`config.mk`:
```
export PLATFORM = sky130hd
export DESIGN_NAME = ex_muldiv
export DESIGN_NICKNAME = d
export VERILOG_FILES = /design/src/rtl/ex_muldiv.sv
export SDC_FILE = /design/constraint.sdc
export NUM_CORES = 1
export LEC_CHECK = 0
export CAP_MARGIN = 20
export CORE_UTILIZATION = 30
export DETAILED_ROUTE_END_ITERATION = 10
export SLEW_MARGIN = 20
export SYNTH_ARGS = -nofsm -noshare
export SYNTH_HDL_FRONTEND = slang
export SYNTH_SLANG_ARGS = --single-unit
```
`constraint.sdc`:
```
create_clock -name clk -period 11.1 [get_ports clk]
set_clock_uncertainty 0.05 [all_clocks]
set_input_delay 1.11 -clock clk [delete_from_list [all_inputs] [get_ports clk]]
set_output_delay 1.11 -clock clk [all_outputs]
set_load 0.01 [all_outputs]
```
`src/rtl/ex_muldiv.sv`:
```
// Execute stage: combinational logic/move ops with HI/LO forwarding, plus
// iterative shift-add multiply and restoring divide that stall the pipeline.
module ex_muldiv #(
   parameter int DW    = 32,
   parameter int CNT_W = $clog2(DW) + 1
) (
   input  logic          clk,
   input  logic          rst_n,
   input  logic          flush_i,
   input  logic [2:0]    alusel_i,
   input  logic [7:0]    aluop_i,
   input  logic [DW-1:0] reg1_i,
   input  logic [DW-1:0] reg2_i,
   input  logic [4:0]    wd_i,
   input  logic          wreg_i,
   input  logic [DW-1:0] hi_i,
   input  logic [DW-1:0] lo_i,
   input  logic          mem_whilo_i,
   input  logic [DW-1:0] mem_hi_i,
   input  logic [DW-1:0] mem_lo_i,
   input  logic          wb_whilo_i,
   input  logic [DW-1:0] wb_hi_i,
   input  logic [DW-1:0] wb_lo_i,
   output logic [4:0]    wd_o,
   output logic          wreg_o,
   output logic [DW-1:0] wdata_o,
   output logic          whilo_o,
   output logic [DW-1:0] hi_o,
   output logic [DW-1:0] lo_o,
   output logic          stallreq_o
);

   localparam logic [2:0] SEL_LOGIC  = 3'b001;
   localparam logic [2:0] SEL_MOVE   = 3'b011;

   localparam logic [7:0] OP_AND   = 8'b00100100;
   localparam logic [7:0] OP_OR    = 8'b00100101;
   localparam logic [7:0] OP_XOR   = 8'b00100110;
   localparam logic [7:0] OP_NOR   = 8'b00100111;
   localparam logic [7:0] OP_ANDI  = 8'b01011001;
   localparam logic [7:0] OP_ORI   = 8'b01011010;
   localparam logic [7:0] OP_XORI  = 8'b01011011;
   localparam logic [7:0] OP_LUI   = 8'b01011100;
   localparam logic [7:0] OP_MFHI  = 8'b00010000;
   localparam logic [7:0] OP_MTHI  = 8'b00010001;
   localparam logic [7:0] OP_MFLO  = 8'b00010010;
   localparam logic [7:0] OP_MTLO  = 8'b00010011;
   localparam logic [7:0] OP_MULT  = 8'b00011000;
   localparam logic [7:0] OP_MULTU = 8'b00011001;
   localparam logic [7:0] OP_DIV   = 8'b00011010;
   localparam logic [7:0] OP_DIVU  = 8'b00011011;

   localparam logic [1:0] S_IDLE = 2'd0;
   localparam logic [1:0] S_MUL  = 2'd1;
   localparam logic [1:0] S_DIV  = 2'd2;
   localparam logic [1:0] S_DONE = 2'd3;

   function automatic logic [DW-1:0] f_abs(input logic [DW-1:0] v, input logic neg);
      return neg ? -v : v;
   endfunction

   logic [1:0]      r_state;
   logic [CNT_W-1:0] r_cnt;
   logic [7:0]      r_op;
   logic            r_neg_q;
   logic            r_neg_r;
   logic [2*DW-1:0] r_mcand;
   logic [2*DW-1:0] r_acc;
   logic [DW-1:0]   r_mplr;
   logic [DW-1:0]   r_dvd;
   logic [DW-1:0]   r_dvs;
   logic [DW-1:0]   r_rem;

   logic [DW-1:0]   w_hi;
   logic [DW-1:0]   w_lo;
   logic [DW-1:0]   w_logic;
   logic [DW-1:0]   w_move;
   logic            w_is_mul;
   logic            w_is_div;
   logic            w_is_md;
   logic            w_signed;
   logic [DW-1:0]   w_mag1;
   logic [DW-1:0]   w_mag2;
   logic            w_last;
   logic [DW:0]     w_shift;
   logic [DW:0]     w_trial;
   logic [2*DW-1:0] w_prod;
   logic [DW-1:0]   w_quo;
   logic [DW-1:0]   w_remr;
   logic            w_done_div;

   assign w_hi = mem_whilo_i ? mem_hi_i : (wb_whilo_i ? wb_hi_i : hi_i);
   assign w_lo = mem_whilo_i ? mem_lo_i : (wb_whilo_i ? wb_lo_i : lo_i);

   always_comb begin
      w_logic = '0;
      case (aluop_i)
         OP_AND, OP_ANDI: w_logic = reg1_i & reg2_i;
         OP_OR,  OP_ORI:  w_logic = reg1_i | reg2_i;
         OP_XOR, OP_XORI: w_logic = reg1_i ^ reg2_i;
         OP_NOR:          w_logic = ~(reg1_i | reg2_i);
         OP_LUI:          w_logic = reg2_i;
         default:         w_logic = '0;
      endcase
   end

   always_comb begin
      w_move = '0;
      case (aluop_i)
         OP_MFHI: w_move = w_hi;
         OP_MFLO: w_move = w_lo;
         default: w_move = '0;
      endcase
   end

   assign w_is_mul = (aluop_i == OP_MULT) || (aluop_i == OP_MULTU);
   assign w_is_div = (aluop_i == OP_DIV)  || (aluop_i == OP_DIVU);
   assign w_is_md  = w_is_mul || w_is_div;
   assign w_signed = (aluop_i == OP_MULT) || (aluop_i == OP_DIV);
   assign w_mag1   = f_abs(reg1_i, w_signed & reg1_i[DW-1]);
   assign w_mag2   = f_abs(reg2_i, w_signed & reg2_i[DW-1]);
   assign w_last   = (r_cnt == CNT_W'(DW - 1));

   // Restoring step: bring in the next dividend bit, keep the difference if it did not borrow.
   assign w_shift  = {r_rem, r_dvd[DW-1]};
   assign w_trial  = w_shift - {1'b0, r_dvs};

   always_ff @(posedge clk or negedge rst_n) begin
      if (!rst_n) begin
         r_state <= S_IDLE;
         r_cnt   <= '0;
         r_op    <= '0;
         r_neg_q <= 1'b0;
         r_neg_r <= 1'b0;
         r_mcand <= '0;
         r_acc   <= '0;
         r_mplr  <= '0;
         r_dvd   <= '0;
         r_dvs   <= '0;
         r_rem   <= '0;
      end else if (flush_i) begin
         r_state <= S_IDLE;
         r_cnt   <= '0;
         r_op    <= '0;
         r_neg_q <= 1'b0;
         r_neg_r <= 1'b0;
         r_mcand <= '0;
         r_acc   <= '0;
         r_mplr  <= '0;
         r_dvd   <= '0;
         r_dvs   <= '0;
         r_rem   <= '0;
      end else begin
         case (r_state)
            S_IDLE: begin
               if (w_is_md) begin
                  r_op    <= aluop_i;
                  r_cnt   <= '0;
                  r_neg_q <= w_signed & (reg1_i[DW-1] ^ reg2_i[DW-1]);
                  r_neg_r <= w_signed & reg1_i[DW-1];
                  r_mcand <= {{DW{1'b0}}, w_mag1};
                  r_mplr  <= w_mag2;
                  r_acc   <= '0;
                  r_dvs   <= w_mag2;
                  r_rem   <= '0;
                  if (w_is_mul) begin
                     r_dvd   <= w_mag1;
                     r_state <= S_MUL;
                  end else if (reg2_i == '0) begin
                     r_dvd   <= '0;
                     r_state <= S_DONE;
                  end else begin
                     r_dvd   <= w_mag1;
                     r_state <= S_DIV;
                  end
               end
            end
            S_MUL: begin
               if (r_mplr[0]) r_acc <= r_acc + r_mcand;
               r_mcand <= r_mcand << 1;
               r_mplr  <= r_mplr >> 1;
               r_cnt   <= r_cnt + CNT_W'(1);
               if (w_last) r_state <= S_DONE;
            end
            S_DIV: begin
               r_rem   <= w_trial[DW] ? w_shift[DW-1:0] : w_trial[DW-1:0];
               r_dvd   <= {r_dvd[DW-2:0], ~w_trial[DW]};
               r_cnt   <= r_cnt + CNT_W'(1);
               if (w_last) r_state <= S_DONE;
            end
            default: r_state <= S_IDLE;
         endcase
      end
   end

   assign w_done_div = (r_op == OP_DIV) || (r_op == OP_DIVU);
   assign w_prod     = r_neg_q ? -r_acc : r_acc;
   assign w_quo      = r_neg_q ? -r_dvd : r_dvd;
   assign w_remr     = r_neg_r ? -r_rem : r_rem;

   // All outputs are forced low while reset is held, including the pass-through fields.
   always_comb begin
      wd_o       = '0;
      wreg_o     = 1'b0;
      wdata_o    = '0;
      whilo_o    = 1'b0;
      hi_o       = '0;
      lo_o       = '0;
      stallreq_o = 1'b0;
      if (rst_n) begin
         wd_o   = wd_i;
         wreg_o = wreg_i;
         if (alusel_i == SEL_LOGIC)     wdata_o = w_logic;
         else if (alusel_i == SEL_MOVE) wdata_o = w_move;
         stallreq_o = !flush_i && ((r_state == S_MUL) || (r_state == S_DIV) ||
                                   ((r_state == S_IDLE) && w_is_md));
         if ((r_state == S_DONE) && !flush_i) begin
            whilo_o = 1'b1;
            hi_o    = w_done_div ? w_remr : w_prod[2*DW-1:DW];
            lo_o    = w_done_div ? w_quo  : w_prod[DW-1:0];
         end else if (aluop_i == OP_MTHI) begin
            whilo_o = 1'b1;
            hi_o    = reg1_i;
            lo_o    = w_lo;
         end else if (aluop_i == OP_MTLO) begin
            whilo_o = 1'b1;
            hi_o    = w_hi;
            lo_o    = reg1_i;
         end
      end
   end

endmodule
```
==> results by group <==
Timing
  • Slew HR: 0.1385
  • Upper clock frequency limit: 0.1527 GHz
  • Slew at the pin with the worst max-slew slack: 1279 ps
  • Final Critical Period: 6549 ps
  • Setup-failing EPs final: 0
  • Share of the clock period used by the worst path: 0.5900
  • Final Max Tran Viols: 0
  • Setup ws final: 4551 ps
  • Hold violation total from the final report: 0
  • Setup TNS after final layout: 0 ps
  • RSZ-0062 raised after global routing: no

Floorplanning
  • Num rows: 108
  • Number of top-level pins: 382
  • Placeable core region: 0.08729 mm^2
  • Width of the die: 299.8 um
  • Die boundary height: 299.8 um
  • Die Footprint: 0.08990 mm^2
  • Initial cell density of the core: 0.3049

Flow run
  • Max-Cap Viols: 0

Synthesis
  • Proportion of synthesized flip-flops having asynchronous set or reset: 1.000
  • Area share of the leading cell type in the synthesized netlist: 0.2567
  • Most used standard cell by instance count after synthesis: sky130_fd_sc_hd__nand2_1
  • Avg Synthesized Cell Area: 7.759 um^2
  • Number of enable flip-flop cells after synthesis: 0
  • Top cells by instance count after synthesis: 414 x sky130_fd_sc_hd__nand2_1, 378 x sky130_fd_sc_hd__o21ai_0, 273 x sky130_fd_sc_hd__dfrtp_1, 270 x sky130_fd_sc_hd__nor2_1, 222 x sky130_fd_sc_hd__a21oi_1
  • Leading register cell type out of synthesis: sky130_fd_sc_hd__dfrtp_1
  • Synth Register Bits: 273
  • Post-synthesis sequential area ratio: 0.2567
  • Largest cells by area after synthesis: sky130_fd_sc_hd__dfrtp_1 26%, sky130_fd_sc_hd__ha_1 8.0%, sky130_fd_sc_hd__o21ai_0 7.1%
  • Number of instances in the synthesized netlist: 3,430
  • Number of distinct library cells after synthesis: 87
  • Count of warnings emitted by yosys: 0
  • Most area-hungry cell type in the Yosys netlist: sky130_fd_sc_hd__dfrtp_1
  • Cell area after synthesis: 0.02661 mm^2
  • Net count of the mapped netlist: 3,880

Power and ir drop
  • Sw Pwr: 0.002433 W
  • Sequential share of power: 0.226
  • Maximum resistive drop on vdd: 0.0004145 V
  • Internal power consumption: 0.003066 W
  • Cell area power density: 167.8 mW/mm^2
  • Leakage: 13.98 nW
  • Sw Share: 0.4424
  • Relative contribution of the clock network to total power: 0.241
  • Combinational Power Share: 0.533

Route
  • Detailed-route DRC error count: 0
  • Number of routed nets with antenna violations: 0
  • Length of the first detailed-routing pass in iterations: 6
  • Via count normalized by instance count: 5.726
  • DRT iter0 DRCs: 2,845
  • Routed wire length per instance: 23.64 um
  • Final Routed Wirelength: 114,400 um
  • Via count: 27,720

Worst setup path
  • Reg2Reg Depth: 13
  • Critical path's top delay family: simple AND/OR/NAND/NOR gates
  • Crit path arrival time: 5390 ps
  • Startpoint type of the worst setup path: primary input
  • Crit path launch: aluop_i[4]
  • Critical Path Slowest Stage Cell: sky130_fd_sc_hd__o21ai_0
  • Maximum fanout along the worst path: 19
  • Largest incremental delay on the critical path: 720 ps
  • Setup slack, reg-to-reg: 6010 ps
  • Critical path type: in2out
  • Cell-by-cell trace of the critical path: clkdlybuf4s50_1 > nor3b_1 > and3b_1 > nand2_1 > nor2_1 > nand2_1 > buf_4 > o21ai_0 > clkdlybuf4s50_1
  • Launch instance of the worst register-to-register path: r_mcand[0]
  • Critical Path Sink: hi_o[14]
  • Required arrival time at the worst endpoint: 9940 ps
  • Kind of end point of the critical path: output port
  • Worst R2R End: r_acc[56]
  • Total stage count of the critical path: 9
  • WP buf/inv: 3

Global route
  • First-pass GRT wire length: 169,900 um
  • Initial antenna violation count: 2
  • Met3 GRT Util: 0.06258
  • GR Overflow Total: 0
  • Met2 track utilization from global routing: 0.3748
  • Total Routing Usage GR: 0.2466
  • Global routing met1 resource utilization: 0.3441
  • Number of global-route vias before repair: 25,740
  • Maximum number of pins on one net before global-route repair: 97
  • GRT Max-Usage Layer: met2

Finish
  • Fin util: 0.3754
  • Final-layout fill cell count: 9,019
  • Design Area, Final: 0.03277 mm^2
  • Final instance count without filler cells: 4,840
  • Final layout net count: 4,108
  • Share of final-layout standard cells stronger than drive strength 1: 0.04587
  • Area Growth Syn to Fin: 23.15%

Place
  • Routability Congestion: 0.9863
  • Number of buffers inserted by port buffering: 381
  • Pre-CTS setup slack: 4784 ps
  • Placed standard-cell area: 0.03143 mm^2
  • Post-detail-place hpwl: 88,970 um
  • # placed instances: 4,772

Clock tree
  • Buffers inserted by post-CTS timing repair: 0
  • # clock sinks: 273
  • TritonCTS clock tree: built
  • H-Tree Level Count: 2
  • Count of hold-fix buffers inserted at cts: 0
  • TritonCTS Buffers: 38
  • Bufs on Longest Clock Path: 3
  • Resized cells post-CTS: 0
  • Library cell used as clock root buffer: sky130_fd_sc_hd__clkbuf_16
  • Clk_lat worst skew: 570 ps
  • Clock-pin slew on the worst setup and hold paths: 50 ps

Outcome
  • Status: complete, no violations

Hold path
  • Hold Crit Class: in2async
[registers in the layout (all words and copies together) (netlist names)]
register and flops:
r_dvd 32, r_state 2, r_acc 64, r_mplr 32
r_dvs 32, r_neg_q 1, r_rem 32, r_cnt 6
r_neg_r 1, r_op 7, r_mcand 64
[layer usage]
metal / vias up / part of all wire / wire (um)
li1: 12910 / - / -
met1: 13400 / 0.44 / 50510
met2: 1226 / 0.43 / 49190
met3: 177 / 0.098 / 11210
met4: 2 / 0.031 / 3499
met5: - / 0.000070 / 8
[power groups by stage]
stage          logic (W)  registers [W]  clock network (W)
2_1_floorplan    0.00212        0.00119                  0
3_3_place_gp     0.00288        0.00125                  0
3_5_place_dp     0.00288        0.00125                  0
4_1_cts          0.00290        0.00124            0.00133
5_1_grt          0.00318        0.00126            0.00137
6_report         0.00293        0.00124            0.00132
[worst min path at each step]
stage                          start         end  slack (ps)
after floorplan           r_mplr[31]  r_mplr[31]         400
after global placement    r_mplr[27]  r_mplr[27]         410
after detailed placement  r_mplr[12]  r_mplr[12]         420
after CTS                 r_mplr[12]  r_mplr[12]         430
after global routing           rst_n   r_dvs[27]         440
final                          rst_n   r_dvs[27]         410
[layout make-up]
cell class,instances,area (um^2),area share
Clock buffer,50,1100,0.03356
Clock inverter,16,215.2,0.006566
Timing Repair Buffer,427,4175,0.1274
Antenna cell,1,2.502,0.00007635
Multi-Input combinational cell,2792,18530,0.5654
Inverter,126,473.0,0.01443
Sequential cell,273,6833,0.2085
Tap cell,1155,1445,0.04409
[cells in the final DEF, fill, tap and decap left out, drive strengths merged, types with 16 or more instances in the layout]
master / instances
clkdlybuf4s50: 376
and3: 16
nand2: 414
buf: 51
a211oi: 76
a21oi: 222
nand2b: 29
xnor2: 156
a31oi: 21
inv: 126
ha: 170
o21bai: 19
o31ai: 75
nor4: 18
nor2: 270
o41ai: 30
o21a: 31
o21ai: 381
and2: 42
dfrtp: 273
a221o: 35
a22oi: 66
or4: 22
mux2i: 188
nor3: 23
nand4: 30
clkbuf: 50
a21o: 60
nand3: 36
o22ai: 83
xor2: 106
or3: 32
or2: 17
[worst register-to-register path, stage by stage, from the launching register on]
cell	delay, ps
sky130_fd_sc_hd__dfrtp_1	480
sky130_fd_sc_hd__ha_1	260
sky130_fd_sc_hd__inv_1	70
sky130_fd_sc_hd__fa_1	400
sky130_fd_sc_hd__nand2b_1	210
sky130_fd_sc_hd__a211oi_1	410
sky130_fd_sc_hd__o221a_2	310
sky130_fd_sc_hd__a2111oi_2	100
sky130_fd_sc_hd__or4_1	600
sky130_fd_sc_hd__a2111oi_1	910
sky130_fd_sc_hd__o21ai_0	440
sky130_fd_sc_hd__a21bo_2	310
sky130_fd_sc_hd__a21o_1	180
sky130_fd_sc_hd__a32o_1	240
[metrics by stage]
| step | hold WS [ps] | total power (W) |
|---|---|---|
| 2_1_floorplan | 398.8 | 0.003314 |
| 3_3_place_gp | 412.2 | 0.004130 |
| 3_5_place_dp | 420.7 | 0.004132 |
| 4_1_cts | 434.1 | 0.005472 |
| 5_1_grt | 443.4 | 0.005806 |
| 6_report | 411.5 | 0.005500 |
[logic make-up after synthesis]
kind of cell,Yosys count,share of synthesized area
AOI/OAI and AO/OA,1176,0.2803
and+or+nand+nor,990,0.1705
buffers and inverters,365,0.05209
DFF,273,0.2567
xor gates and xnor gates,262,0.08622
muxes,192,0.07283
adders and majority gates,172,0.08143
Power figures use the tool's default switching activity.
